===== src/rtl/tank_pkg.sv =====
`default_nettype none
// ============================================================================
// Module : tank_pkg
// Brief  : Shared types and playfield limits for the tank bullet logic.
// Rev    : 1.0  initial release
// ============================================================================
package tank_pkg;

    typedef enum logic [1:0] {
        DIR_LEFT  = 2'b00,
        DIR_RIGHT = 2'b01,
        DIR_DOWN  = 2'b10,
        DIR_UP    = 2'b11
    } dir_t;

    typedef enum logic {
        SLOT_IDLE   = 1'b0,
        SLOT_FLYING = 1'b1
    } slot_state_t;

    localparam logic [9:0] c_X_MIN = 10'd1;
    localparam logic [9:0] c_X_MAX = 10'd639;
    localparam logic [9:0] c_Y_MIN = 10'd1;
    localparam logic [9:0] c_Y_MAX = 10'd479;

endpackage
`default_nettype wire


===== src/rtl/bullet_pool_if.sv =====
`default_nettype none
// ============================================================================
// Module : bullet_pool_if
// Brief  : Tank-side inputs and renderer-side outputs of the bullet pool.
// Rev    : 1.0  initial release
// ============================================================================
interface bullet_pool_if #(
    parameter int NUM_BULLETS = 4
);
    logic [1:0]               direction;
    logic [7:0]               keycode;
    logic [9:0]               BallX;
    logic [9:0]               BallY;
    logic [9:0]               BallS;
    logic [NUM_BULLETS-1:0]   barrier_hit;
    logic [10*NUM_BULLETS-1:0] BulletX;
    logic [10*NUM_BULLETS-1:0] BulletY;
    logic [9:0]               BulletS;
    logic [NUM_BULLETS-1:0]   bullet_on;
    logic                     fire_event;
    logic [3:0]               free_count;

    modport master (
        output direction, keycode, BallX, BallY, BallS, barrier_hit,
        input  BulletX, BulletY, BulletS, bullet_on, fire_event, free_count
    );

    modport slave (
        input  direction, keycode, BallX, BallY, BallS, barrier_hit,
        output BulletX, BulletY, BulletS, bullet_on, fire_event, free_count
    );
endinterface
`default_nettype wire


===== src/rtl/bullet_slot.sv =====
`default_nettype none
// ============================================================================
// Module : bullet_slot
// Brief  : One projectile: idle/flying FSM, position, latched heading, kill test.
// Rev    : 1.0  initial release
// ============================================================================
module bullet_slot
    import tank_pkg::*;
#(
    parameter logic [9:0] STEP        = 10'd12,
    parameter logic [9:0] BULLET_SIZE = 10'd4,
    parameter logic [9:0] X_MIN       = c_X_MIN,
    parameter logic [9:0] X_MAX       = c_X_MAX,
    parameter logic [9:0] Y_MIN       = c_Y_MIN,
    parameter logic [9:0] Y_MAX       = c_Y_MAX
) (
    input  wire        clk,
    input  wire        rst_n,
    input  wire        i_launch,
    input  wire  [1:0] i_dir,
    input  wire  [9:0] i_ball_x,
    input  wire  [9:0] i_ball_y,
    input  wire        i_barrier_hit,
    output logic       o_on,
    output logic [9:0] o_x,
    output logic [9:0] o_y
);

    slot_state_t r_state, w_state_nx;
    dir_t        r_dir,   w_dir_nx;
    logic [9:0]  r_x,     w_x_nx;
    logic [9:0]  r_y,     w_y_nx;
    logic        w_edge;
    logic        w_kill;

    // 11-bit compares so neither the +SIZE nor the -SIZE side can wrap
    assign w_edge = ({1'b0, r_y} + {1'b0, BULLET_SIZE} >= {1'b0, Y_MAX}) ||
                    ({1'b0, r_y} <= {1'b0, Y_MIN} + {1'b0, BULLET_SIZE}) ||
                    ({1'b0, r_x} + {1'b0, BULLET_SIZE} >= {1'b0, X_MAX}) ||
                    ({1'b0, r_x} <= {1'b0, X_MIN} + {1'b0, BULLET_SIZE});
    assign w_kill = (r_state == SLOT_FLYING) && (w_edge || i_barrier_hit);

    always_comb begin
        w_state_nx = r_state;
        w_dir_nx   = r_dir;
        w_x_nx     = r_x;
        w_y_nx     = r_y;
        case (r_state)
            SLOT_IDLE: begin
                w_x_nx = i_ball_x;
                w_y_nx = i_ball_y;
                if (i_launch) begin
                    w_state_nx = SLOT_FLYING;
                    w_dir_nx   = dir_t'(i_dir);
                end
            end
            SLOT_FLYING: begin
                if (w_kill) begin
                    w_state_nx = SLOT_IDLE;
                    w_x_nx     = i_ball_x;
                    w_y_nx     = i_ball_y;
                end else begin
                    case (r_dir)
                        DIR_LEFT:  w_x_nx = r_x - STEP;
                        DIR_RIGHT: w_x_nx = r_x + STEP;
                        DIR_DOWN:  w_y_nx = r_y + STEP;
                        DIR_UP:    w_y_nx = r_y - STEP;
                        default:   w_x_nx = r_x;
                    endcase
                end
            end
            default: w_state_nx = SLOT_IDLE;
        endcase
    end

    always_ff @(posedge clk) begin
        if (!rst_n) begin
            r_state <= SLOT_IDLE;
            r_dir   <= DIR_LEFT;
            r_x     <= i_ball_x;
            r_y     <= i_ball_y;
        end else begin
            r_state <= w_state_nx;
            r_dir   <= w_dir_nx;
            r_x     <= w_x_nx;
            r_y     <= w_y_nx;
        end
    end

    assign o_on = (r_state == SLOT_FLYING);
    assign o_x  = r_x;
    assign o_y  = r_y;

endmodule
`default_nettype wire


===== src/rtl/bullet_pool.sv =====
`default_nettype none
// ============================================================================
// Module : bullet_pool
// Brief  : NUM_BULLETS-slot bullet generator with edge-triggered fire and cooldown.
// Rev    : 1.0  initial release
// ============================================================================
module bullet_pool
    import tank_pkg::*;
#(
    parameter int         NUM_BULLETS = 4,
    parameter logic [7:0] FIRE_KEY    = 8'd88,
    parameter logic [9:0] STEP        = 10'd12,
    parameter logic [9:0] BULLET_SIZE = 10'd4,
    parameter logic [9:0] X_MIN       = c_X_MIN,
    parameter logic [9:0] X_MAX       = c_X_MAX,
    parameter logic [9:0] Y_MIN       = c_Y_MIN,
    parameter logic [9:0] Y_MAX       = c_Y_MAX,
    parameter logic [3:0] COOLDOWN    = 4'd8
) (
    input  wire         frame_clk,
    input  wire         Reset,
    bullet_pool_if.slave bus
);

    logic                   r_armed;
    logic [3:0]             r_cooldown;
    logic                   r_fire_event;
    logic [NUM_BULLETS-1:0] w_on;
    logic [NUM_BULLETS-1:0] w_launch;
    logic                   w_fire_key;
    logic                   w_fire_ok;
    logic                   w_any_idle;
    logic [3:0]             w_free;
    logic                   w_unused_balls;

    // tank size is carried on the bus for parity with the tank object only
    assign w_unused_balls = ^bus.BallS;

    assign w_fire_key = (bus.keycode == FIRE_KEY);
    assign w_fire_ok  = w_fire_key && r_armed && (r_cooldown == 4'd0);
    assign w_any_idle = ~&w_on;

    always_comb begin
        logic found;
        found    = 1'b0;
        w_launch = '0;
        for (int i = 0; i < NUM_BULLETS; i++) begin
            if (!w_on[i] && !found) begin
                w_launch[i] = w_fire_ok;
                found       = 1'b1;
            end
        end
    end

    always_comb begin
        w_free = 4'd0;
        for (int i = 0; i < NUM_BULLETS; i++) begin
            w_free = w_free + {3'd0, ~w_on[i]};
        end
    end

    always_ff @(posedge frame_clk) begin
        if (!Reset) begin
            r_armed      <= 1'b1;
            r_cooldown   <= 4'd0;
            r_fire_event <= 1'b0;
        end else begin
            r_armed      <= !w_fire_key;
            r_fire_event <= w_fire_ok && w_any_idle;
            if (w_fire_ok && w_any_idle) begin
                r_cooldown <= COOLDOWN;
            end else if (r_cooldown != 4'd0) begin
                r_cooldown <= r_cooldown - 4'd1;
            end
        end
    end

    generate
        for (genvar gi = 0; gi < NUM_BULLETS; gi++) begin : g_slot
            bullet_slot #(
                .STEP        (STEP),
                .BULLET_SIZE (BULLET_SIZE),
                .X_MIN       (X_MIN),
                .X_MAX       (X_MAX),
                .Y_MIN       (Y_MIN),
                .Y_MAX       (Y_MAX)
            ) u_slot (
                .clk           (frame_clk),
                .rst_n         (Reset),
                .i_launch      (w_launch[gi]),
                .i_dir         (bus.direction),
                .i_ball_x      (bus.BallX),
                .i_ball_y      (bus.BallY),
                .i_barrier_hit (bus.barrier_hit[gi]),
                .o_on          (w_on[gi]),
                .o_x           (bus.BulletX[10*gi +: 10]),
                .o_y           (bus.BulletY[10*gi +: 10])
            );
        end
    endgenerate

    assign bus.bullet_on  = w_on;
    assign bus.fire_event = r_fire_event;
    assign bus.free_count = w_free;
    assign bus.BulletS    = BULLET_SIZE;

endmodule
`default_nettype wire

===== src/flat_wrapper.sv =====
// flat-port wrapper written by rule: the top's interface ports become plain ports
module bullet_pool_flat import tank_pkg::*;
#(
    parameter int         NUM_BULLETS = 4,
    parameter logic [7:0] FIRE_KEY    = 8'd88,
    parameter logic [9:0] STEP        = 10'd12,
    parameter logic [9:0] BULLET_SIZE = 10'd4,
    parameter logic [9:0] X_MIN       = c_X_MIN,
    parameter logic [9:0] X_MAX       = c_X_MAX,
    parameter logic [9:0] Y_MIN       = c_Y_MIN,
    parameter logic [9:0] Y_MAX       = c_Y_MAX,
    parameter logic [3:0] COOLDOWN    = 4'd8
)
  (frame_clk, Reset, bus_direction, bus_keycode, bus_BallX, bus_BallY, bus_BallS, bus_barrier_hit, bus_BulletX, bus_BulletY, bus_BulletS, bus_bullet_on, bus_fire_event, bus_free_count);
  bullet_pool_if #(.NUM_BULLETS(NUM_BULLETS)) bus_i ();
  input  wire frame_clk;
  input  wire Reset;
  input wire logic [$bits(bus_i.direction)-1:0] bus_direction;
  input wire logic [$bits(bus_i.keycode)-1:0] bus_keycode;
  input wire logic [$bits(bus_i.BallX)-1:0] bus_BallX;
  input wire logic [$bits(bus_i.BallY)-1:0] bus_BallY;
  input wire logic [$bits(bus_i.BallS)-1:0] bus_BallS;
  input wire logic [$bits(bus_i.barrier_hit)-1:0] bus_barrier_hit;
  output wire logic [$bits(bus_i.BulletX)-1:0] bus_BulletX;
  output wire logic [$bits(bus_i.BulletY)-1:0] bus_BulletY;
  output wire logic [$bits(bus_i.BulletS)-1:0] bus_BulletS;
  output wire logic [$bits(bus_i.bullet_on)-1:0] bus_bullet_on;
  output wire logic [$bits(bus_i.fire_event)-1:0] bus_fire_event;
  output wire logic [$bits(bus_i.free_count)-1:0] bus_free_count;
  assign bus_i.direction = bus_direction;
  assign bus_i.keycode = bus_keycode;
  assign bus_i.BallX = bus_BallX;
  assign bus_i.BallY = bus_BallY;
  assign bus_i.BallS = bus_BallS;
  assign bus_i.barrier_hit = bus_barrier_hit;
  assign bus_BulletX = bus_i.BulletX;
  assign bus_BulletY = bus_i.BulletY;
  assign bus_BulletS = bus_i.BulletS;
  assign bus_bullet_on = bus_i.bullet_on;
  assign bus_fire_event = bus_i.fire_event;
  assign bus_free_count = bus_i.free_count;
  bullet_pool #(.NUM_BULLETS(NUM_BULLETS), .FIRE_KEY(FIRE_KEY), .STEP(STEP), .BULLET_SIZE(BULLET_SIZE), .X_MIN(X_MIN), .X_MAX(X_MAX), .Y_MIN(Y_MIN), .Y_MAX(Y_MAX), .COOLDOWN(COOLDOWN)) u_core (.frame_clk(frame_clk), .Reset(Reset), .bus(bus_i));
endmodule

===== config.mk =====
export PLATFORM = sky130hd
export DESIGN_NAME = bullet_pool_flat
export DESIGN_NICKNAME = d
export VERILOG_FILES = /design/src/rtl/tank_pkg.sv /design/src/rtl/bullet_pool_if.sv /design/src/rtl/bullet_slot.sv /design/src/rtl/bullet_pool.sv /design/src/flat_wrapper.sv
export SDC_FILE = /design/constraint.sdc
export NUM_CORES = 1
export LEC_CHECK = 0
export BUFFER_PORTS_ARGS = -buffer_cell sky130_fd_sc_hd__buf_4
export CAP_MARGIN = 20
export CORE_ASPECT_RATIO = 0.5
export CORE_MARGIN = 2
export CORE_UTILIZATION = 41
export DETAILED_ROUTE_END_ITERATION = 6
export GPL_ROUTABILITY_DRIVEN = 0
export PLACE_DENSITY_LB_ADDON = 0.2
export RECOVER_POWER = 50
export SLEW_MARGIN = 20
export SYNTH_ARGS = -nofsm -noshare
export SYNTH_HDL_FRONTEND = slang
export SYNTH_SLANG_ARGS = --single-unit

===== constraint.sdc =====
create_clock -name frame_clk -period 3.33 [get_ports frame_clk]
set_clock_uncertainty 0.2 [all_clocks]
set_input_delay 0.4995 -clock frame_clk [delete_from_list [all_inputs] [get_ports frame_clk]]
set_output_delay 0.4995 -clock frame_clk [all_outputs]
set_load 0.1 [all_outputs]

==> summary.md, run 1 <==
| Metric | Value |
|---|---|
| Simple-Gate Fraction of Synth Area | `14.4%` |
| HPWL Detailed | `16.3 mm` |
| Leading post-synthesis cells by cell area | `edfxtp_1 (30%), ha_1 (12%), mux2_2 (6.4%)` |
| Worst setup EP type | `flip-flop` |
| Final hold violations | `0` |
| Actual slew at the worst max-slew pin | `1.24 ns` |
| Top Ports | `145` |
| Slew HR | `17.7%` |
| Antenna-violating nets left | `0` |
| Cell Rows | `35` |
| Max-slew violations | `0` |
| Avg Cell Area, Syn | `10.2 sq um` |
| Mapped Cells | `773` |
| Total core area | `18700 sq um` |
| Worst vdd ir | `0.255 mV` |
| Critical path type | `flip-flop to flip-flop` |
| Crit-path slowest cell | `or4_1` |
| Hold Path Class | `input port to flip-flop` |
| Initial antenna violation count | `1` |
| Worst skew pair latency | `0.34 ns` |
| Sequential fraction of the synthesis area | `34.9%` |
| Maximum buffer depth of the clock tree | `2` |
| DRT iter0 DRCs | `273` |
| Crit-path cells | `buf_4, ha_2, a21boi_1, a2111oi_0, buf_4, or4_1, a31oi_2, o31ai_4, buf_8, or2_4` |
| Final min period | `3.09 ns` |
| Placed insts | `1151` |
| Seq cells post-synth | `98` |
| Post-CTS Setup Repair Bufs | `0` |
| Mapped Area | `7920 sq um` |
| Fmax | `323 MHz` |
| Final WL | `20.9 mm` |
| Final Instance Area | `9240 sq um` |
| Required time of the critical path | `3.22 ns` |
| CP Max Fanout | `12` |
| CP most frequent cell | `buf_4` |
| Synth Area in XOR/XNOR | `6.30%` |
| Vias in the first global route | `6187` |
| EDFF count, synth | `80` |
| Hold_buf cts | `0` |
| Post-Layout Cell Count | `1168` |
| Largest family of logic cells by synthesized area | `adder cells` |
| Pre-CTS setup slack | `0.0810 ns` |
| Synth Area in Compound Gates | `13.8%` |
| Vias | `6359` |
| CTS buffer count | `9` |
| Outcome | `finished, final reports clean` |
| Synth Flop Type | `edfxtp_1` |
| CP startpoint kind | `flip-flop` |
| Period Utilization, post-route | `92.9%` |
| Gr ovfl total | `0` |
| IO buf count | `123` |
| First-pass GRT wire length | `33.0 mm` |
| CP peak stage delay | `0.53 ns` |
| Die height | `102 um` |
| DR WL/cell | `17.9 um` |
| Area leader, netlist | `edfxtp_1` |
| Largest net degree at the start of global routing | `26` |
| Clock-pin slew on the worst setup and hold paths | `0.06 ns` |
| # DRC | `0` |
| Area share of fa/ha/maj cells after synthesis | `14.6%` |
| Setup Viol. Count Final | `0` |
| Most frequent cells in the layout | `clkbuf_1 (86), edfxtp_1 (80), ha_1 (77), nor2_1 (67), inv_1 (49)` |
| Yosys top cell area share | `30.3%` |
| Netlist cell types | `67` |
| Die width | `201 um` |
| Max-cap violations | `0` |
| Ratio of cells with drive above 1 in the final layout | `14.6%` |
| Synth warn | `0` |
| Initial core utilization | `42.5%` |
| Antenna cells | `0` |
| CTS H-tree depth | `3` |
| CTS tree | `built` |
| P&R area growth vs syn | `16.6%` |
| Vias per cell | `5.44` |
| GRT Total Usage | `20.6%` |
| Die area | `20500 sq um` |
| Cell Pwr Density | `384 nW/um^2` |
| 1st-pass router iterations | `5` |
| Final Net Count | `1037` |
| Total clock sinks | `98` |
| Mux cell area share after synthesis | `11.1%` |
| Post-synth ARST share | `0%` |
| Critical Path AT | `2.98 ns` |
| Worst setup margin | `0.238 ns` |
| RSZ-0062 raised after global routing | `no` |
| Min Hold Slack | `0.200 ns` |
| Post-CTS sizing | `0` |
| Post-DP Area | `9260 sq um` |
| Pleak | `0.00386 uW` |
| Clock Tree Root | `clkbuf_16` |
| Most common cell after layout, fill and taps aside | `clkbuf_1` |
## per-layer routing
metal,GRT usage [%],part of all wire [%],vias up
met3,3.60,4.6,17
met1,28.7,49,3090
met2,34.1,46,136
met5,0,0,-
li1,-,-,3116
met4,3.99,0.95,0
## logic make-up after synthesis
logic type	count (synthesis)
AO/OA/AOI/OAI	153
XOR/XNOR	57
adder cells (fa/ha/maj)	87
buffers and inverters	77
flip-flops	98
multiplexers	78
other	2
AND/OR/NAND/NOR	221
## synth_stat cells (10+ instances only)
cell      count
a211oi_1     10
and2_1       15
mux2i_1      25
mux2_2       45
dfxtp_1      18
ha_1         78
inv_1        49
xnor2_1      47
a21boi_0     10
nor2_1       67
nor2b_1      14
nand3_1      18
xor2_1       10
a21oi_1      24
a21o_1       10
nor3_1       14
o21ai_0      21
edfxtp_1     80
nand2_1      35
buf_4        16
## stage by stage
stage	setup TNS, ns	total power (uW)	utilization (%)
after detailed placement	0	2580	49.6
after CTS	0	3620	51.2
after floorplan	-5.95	2340	-
after global routing	0	3720	49.5
after global placement	0	2560	49.6
final	0	3550	49.5
## final timing paths
check | startpoint | cells past startpoint | slack, ns | to
hold / removal | Reset | 2 | 0.20 | u_core.r_armed
setup / recovery | u_core.g_slot[1].u_slot.o_y[2] | 10 | 0.24 | u_core.g_slot[1].u_slot.o_x[9]
setup reg to reg | u_core.g_slot[1].u_slot.o_y[2] | 10 | 0.24 | u_core.g_slot[1].u_slot.o_x[9]
hold reg to reg | u_core.g_slot[3].u_slot.o_on | 1 | 0.31 | u_core.g_slot[3].u_slot.o_on
## registers in the layout, summed over array words and instances (netlist names)
| name | flops |
|---|---|
| u_core.bus.fire_event | 1 |
| u_core.r_cooldown | 4 |
| u_core.g_slot.u_slot.o_x | 40 |
| u_core.g_slot.u_slot.r_dir | 8 |
| u_core.g_slot.u_slot.o_on | 4 |
| u_core.r_armed | 1 |
| u_core.g_slot.u_slot.o_y | 40 |
## power breakdown
part           internal, uW  leakage, uW  total (uW)  switching [uW]
Sequential             1400     0.000993        1510             107
Combinational           293      0.00273        1010             713
Clock                   577     0.000134        1040             458
Total                  2270      0.00386        3550            1280
## worst max-delay path, delay by kind of cell, from the launching register on
family                   cells  cell delay, ns
adder cells (fa/ha/maj)      1            0.19
flip-flops                   1            0.39
AO/OA/AOI/OAI                4            0.68
AND/OR/NAND/NOR              2            0.84
buffers and inverters        3            0.55
## final cells by class
cell class                 instances  area [sq um]
clock buffer                      10           229
clock inverter                     6          57.6
fill                            1831          9420
inverter                          49           184
multi-input combinational        607          4930
sequential                        98          2760
tap                              259           324
timing repair buffer             139           749
(Power assumes the default switching activity.)
==> inputs of run 2 (changes only) <==
CORE_MARGIN = unset   (was 2)
==> run 2 against run 1 <==
Worst setup slack got worse by 0.031 ns; combinational power about the same; largest power group unchanged; critical endpoint is now u_core.g_slot[1].u_slot.o_x[3]; power increased by 0.58%; highest routed layer unchanged.
==> summary.md, run 2 (synthesized netlist as in run 1, its figures left out) <==
| Metric | Value |
|---|---|
| Setup Viol. Count Final | `0 (unchanged)` |
| Top Ports | `145 (unchanged)` |
| Period Utilization, post-route | `93.8% (+0.94 points)` |
| Maximum buffer depth of the clock tree | `2 (unchanged)` |
| Top Family by Delay on Critical Path | `simple AND/OR/NAND/NOR gates` |
| Slew HR | `21.4% (+3.7 points)` |
| Fmax | `320 MHz (-1.0%)` |
| Max-cap violations | `0 (unchanged)` |
| # DRC | `0 (unchanged)` |
| Worst vdd ir | `0.257 mV (+0.56%)` |
| Cell Pwr Density | `388 nW/um^2 (+0.92%)` |
| 1st-pass router iterations | `4 (-1)` |
| Pre-CTS setup slack | `0.253 ns (+0.172 ns)` |
| Die area | `19900 sq um (-2.9%)` |
| Worst skew pair latency | `0.35 ns (about the same)` |
| Die width | `199 um (-1.0%)` |
| Max-slew violations | `0 (unchanged)` |
| Ratio of cells with drive above 1 in the final layout | `13.9% (-0.69 points)` |
| Actual slew at the worst max-slew pin | `1.18 ns (-0.0555 ns)` |
| Post-CTS Setup Repair Bufs | `0 (unchanged)` |
| Final min period | `3.12 ns (+0.0314 ns)` |
| First-pass GRT wire length | `32.3 mm (-2.3%)` |
| Hold Path Class | `input port to flip-flop` |
| CP startpoint kind | `flip-flop` |
| Critical path type | `flip-flop to flip-flop` |
| Total clock sinks | `98 (unchanged)` |
| CP Max Fanout | `14 (+2)` |
| Final hold violations | `0 (unchanged)` |
| Crit-path cells | `buf_4, ha_2, a21boi_0, a2111oi_0, or4_1, a31oi_1, o31ai_4, buf_6, or2_4` |
| Vias per cell | `5.42 (-0.41%)` |
| Clock Tree Root | `clkbuf_16` |
| Outcome | `finished, final reports clean` |
| Hold path depth | `2 (unchanged)` |
| Post-Layout Cell Count | `1171 (+0.26%)` |
| Worst path depth | `9 (-1)` |
| CTS buffer count | `9 (unchanged)` |
| CP peak stage delay | `0.53 ns (about the same)` |
| Pleak | `0.00383 uW (-0.73%)` |
| Initial antenna violation count | `1 (unchanged)` |
| Worst setup margin | `0.207 ns (-0.0314 ns)` |
| GRT Total Usage | `21.1% (+0.50 points)` |
| Required time of the critical path | `3.23 ns (about the same)` |
| Critical path buffers and inverters | `2 (-1)` |
| P&R area growth vs syn | `16.2%` |
| Gr ovfl total | `0 (unchanged)` |
| Final Net Count | `1039 (+0.19%)` |
| DRT iter0 DRCs | `312 (+14%)` |
| Final WL | `20.6 mm (-1.1%)` |
| DR WL/cell | `17.6 um (-1.3%)` |
| Cell Rows | `35 (unchanged)` |
| CTS tree | `built` |
| Total core area | `18700 sq um (unchanged)` |
| Crit-path slowest cell | `or4_1` |
| Worst r2r path cells | `9 (-1)` |
| IO buf count | `123 (unchanged)` |
| RSZ-0062 raised after global routing | `no` |
| Die height | `100 um (-2.0%)` |
| Initial core utilization | `42.5% (unchanged)` |
| CTS H-tree depth | `3 (unchanged)` |
| HPWL Detailed | `16.2 mm (-0.12%)` |
| Most frequent cells in the layout | `clkbuf_1 (89), edfxtp_1 (80), ha_1 (77), nor2_1 (67), inv_1 (49)` |
| R2r setup slk | `0.21 ns (-0.03 ns)` |
| Antenna-violating nets left | `0 (unchanged)` |
| Post-CTS sizing | `0 (unchanged)` |
| Placed insts | `1154 (+0.26%)` |
| Worst setup EP type | `flip-flop` |
| Clock-pin slew on the worst setup and hold paths | `0.07 ns (about the same)` |
| Vias in the first global route | `6019 (-2.7%)` |
| Min Hold Slack | `0.192 ns (-0.00818 ns)` |
| Critical Path AT | `3.02 ns (+0.04 ns)` |
| Most common cell after layout, fill and taps aside | `clkbuf_1` |
| Largest net degree at the start of global routing | `26 (unchanged)` |
| Vias | `6349 (-0.16%)` |
| Hold_buf cts | `0 (unchanged)` |
## run 2: cell types whose count changed in the layout (fill, tap and decap cells not counted), sizes merged
cell,before,now
buf,50,49
clkbuf,99,103
clkinv,3,2
diode,0,1
## run 2: metal layers
layer / wire (um) / track usage, % / vias up
met4: 311 / 5.27 / 0
met3: 1040 / 3.73 / 28
met2: 9270 / 33.4 / 142
li1: - / - / 3112
met1: 10000 / 29.8 / 3067
met5: 0 / 0 / -
## run 2: path summary, 6_finish.rpt
check | from | to
setup / recovery | u_core.g_slot[1].u_slot.o_y[2] | u_core.g_slot[1].u_slot.o_x[3]
hold / removal | Reset | u_core.r_armed
setup reg to reg | u_core.g_slot[1].u_slot.o_y[2] | u_core.g_slot[1].u_slot.o_x[3]
hold reg to reg | u_core.r_cooldown[2] | u_core.r_cooldown[2]
## run 2: area by class of cell
type                       count  area (sq um)
tap                          259           324
antenna                        1          2.50
clock inverter                 5          55.1
multi-input combinational    607          4910
inverter                      49           184
sequential                    98          2760
clock buffer                  11           233
timing repair buffer         141           738
fill                        1816          9450
## run 2: stage by stage
stage	utilization [%]	setup TNS (ns)	area, sq um	total power (uW)
2_1_floorplan	-	-5.95	8090	2340
6_report	49.3	0	9210	3570
4_1_cts	51.3	0	9560	3640
5_1_grt	49.3	0	9200	3710
3_5_place_dp	49.7	0	9280	2580
3_3_place_gp	49.7	0	9260	2560
## run 2: where the power goes
| part | internal [uW] | switching, uW |
|---|---|---|
| clock | 582 | 477 |
| combinational | 291 | 715 |
| sequential | 1400 | 104 |
| total | 2270 | 1300 |
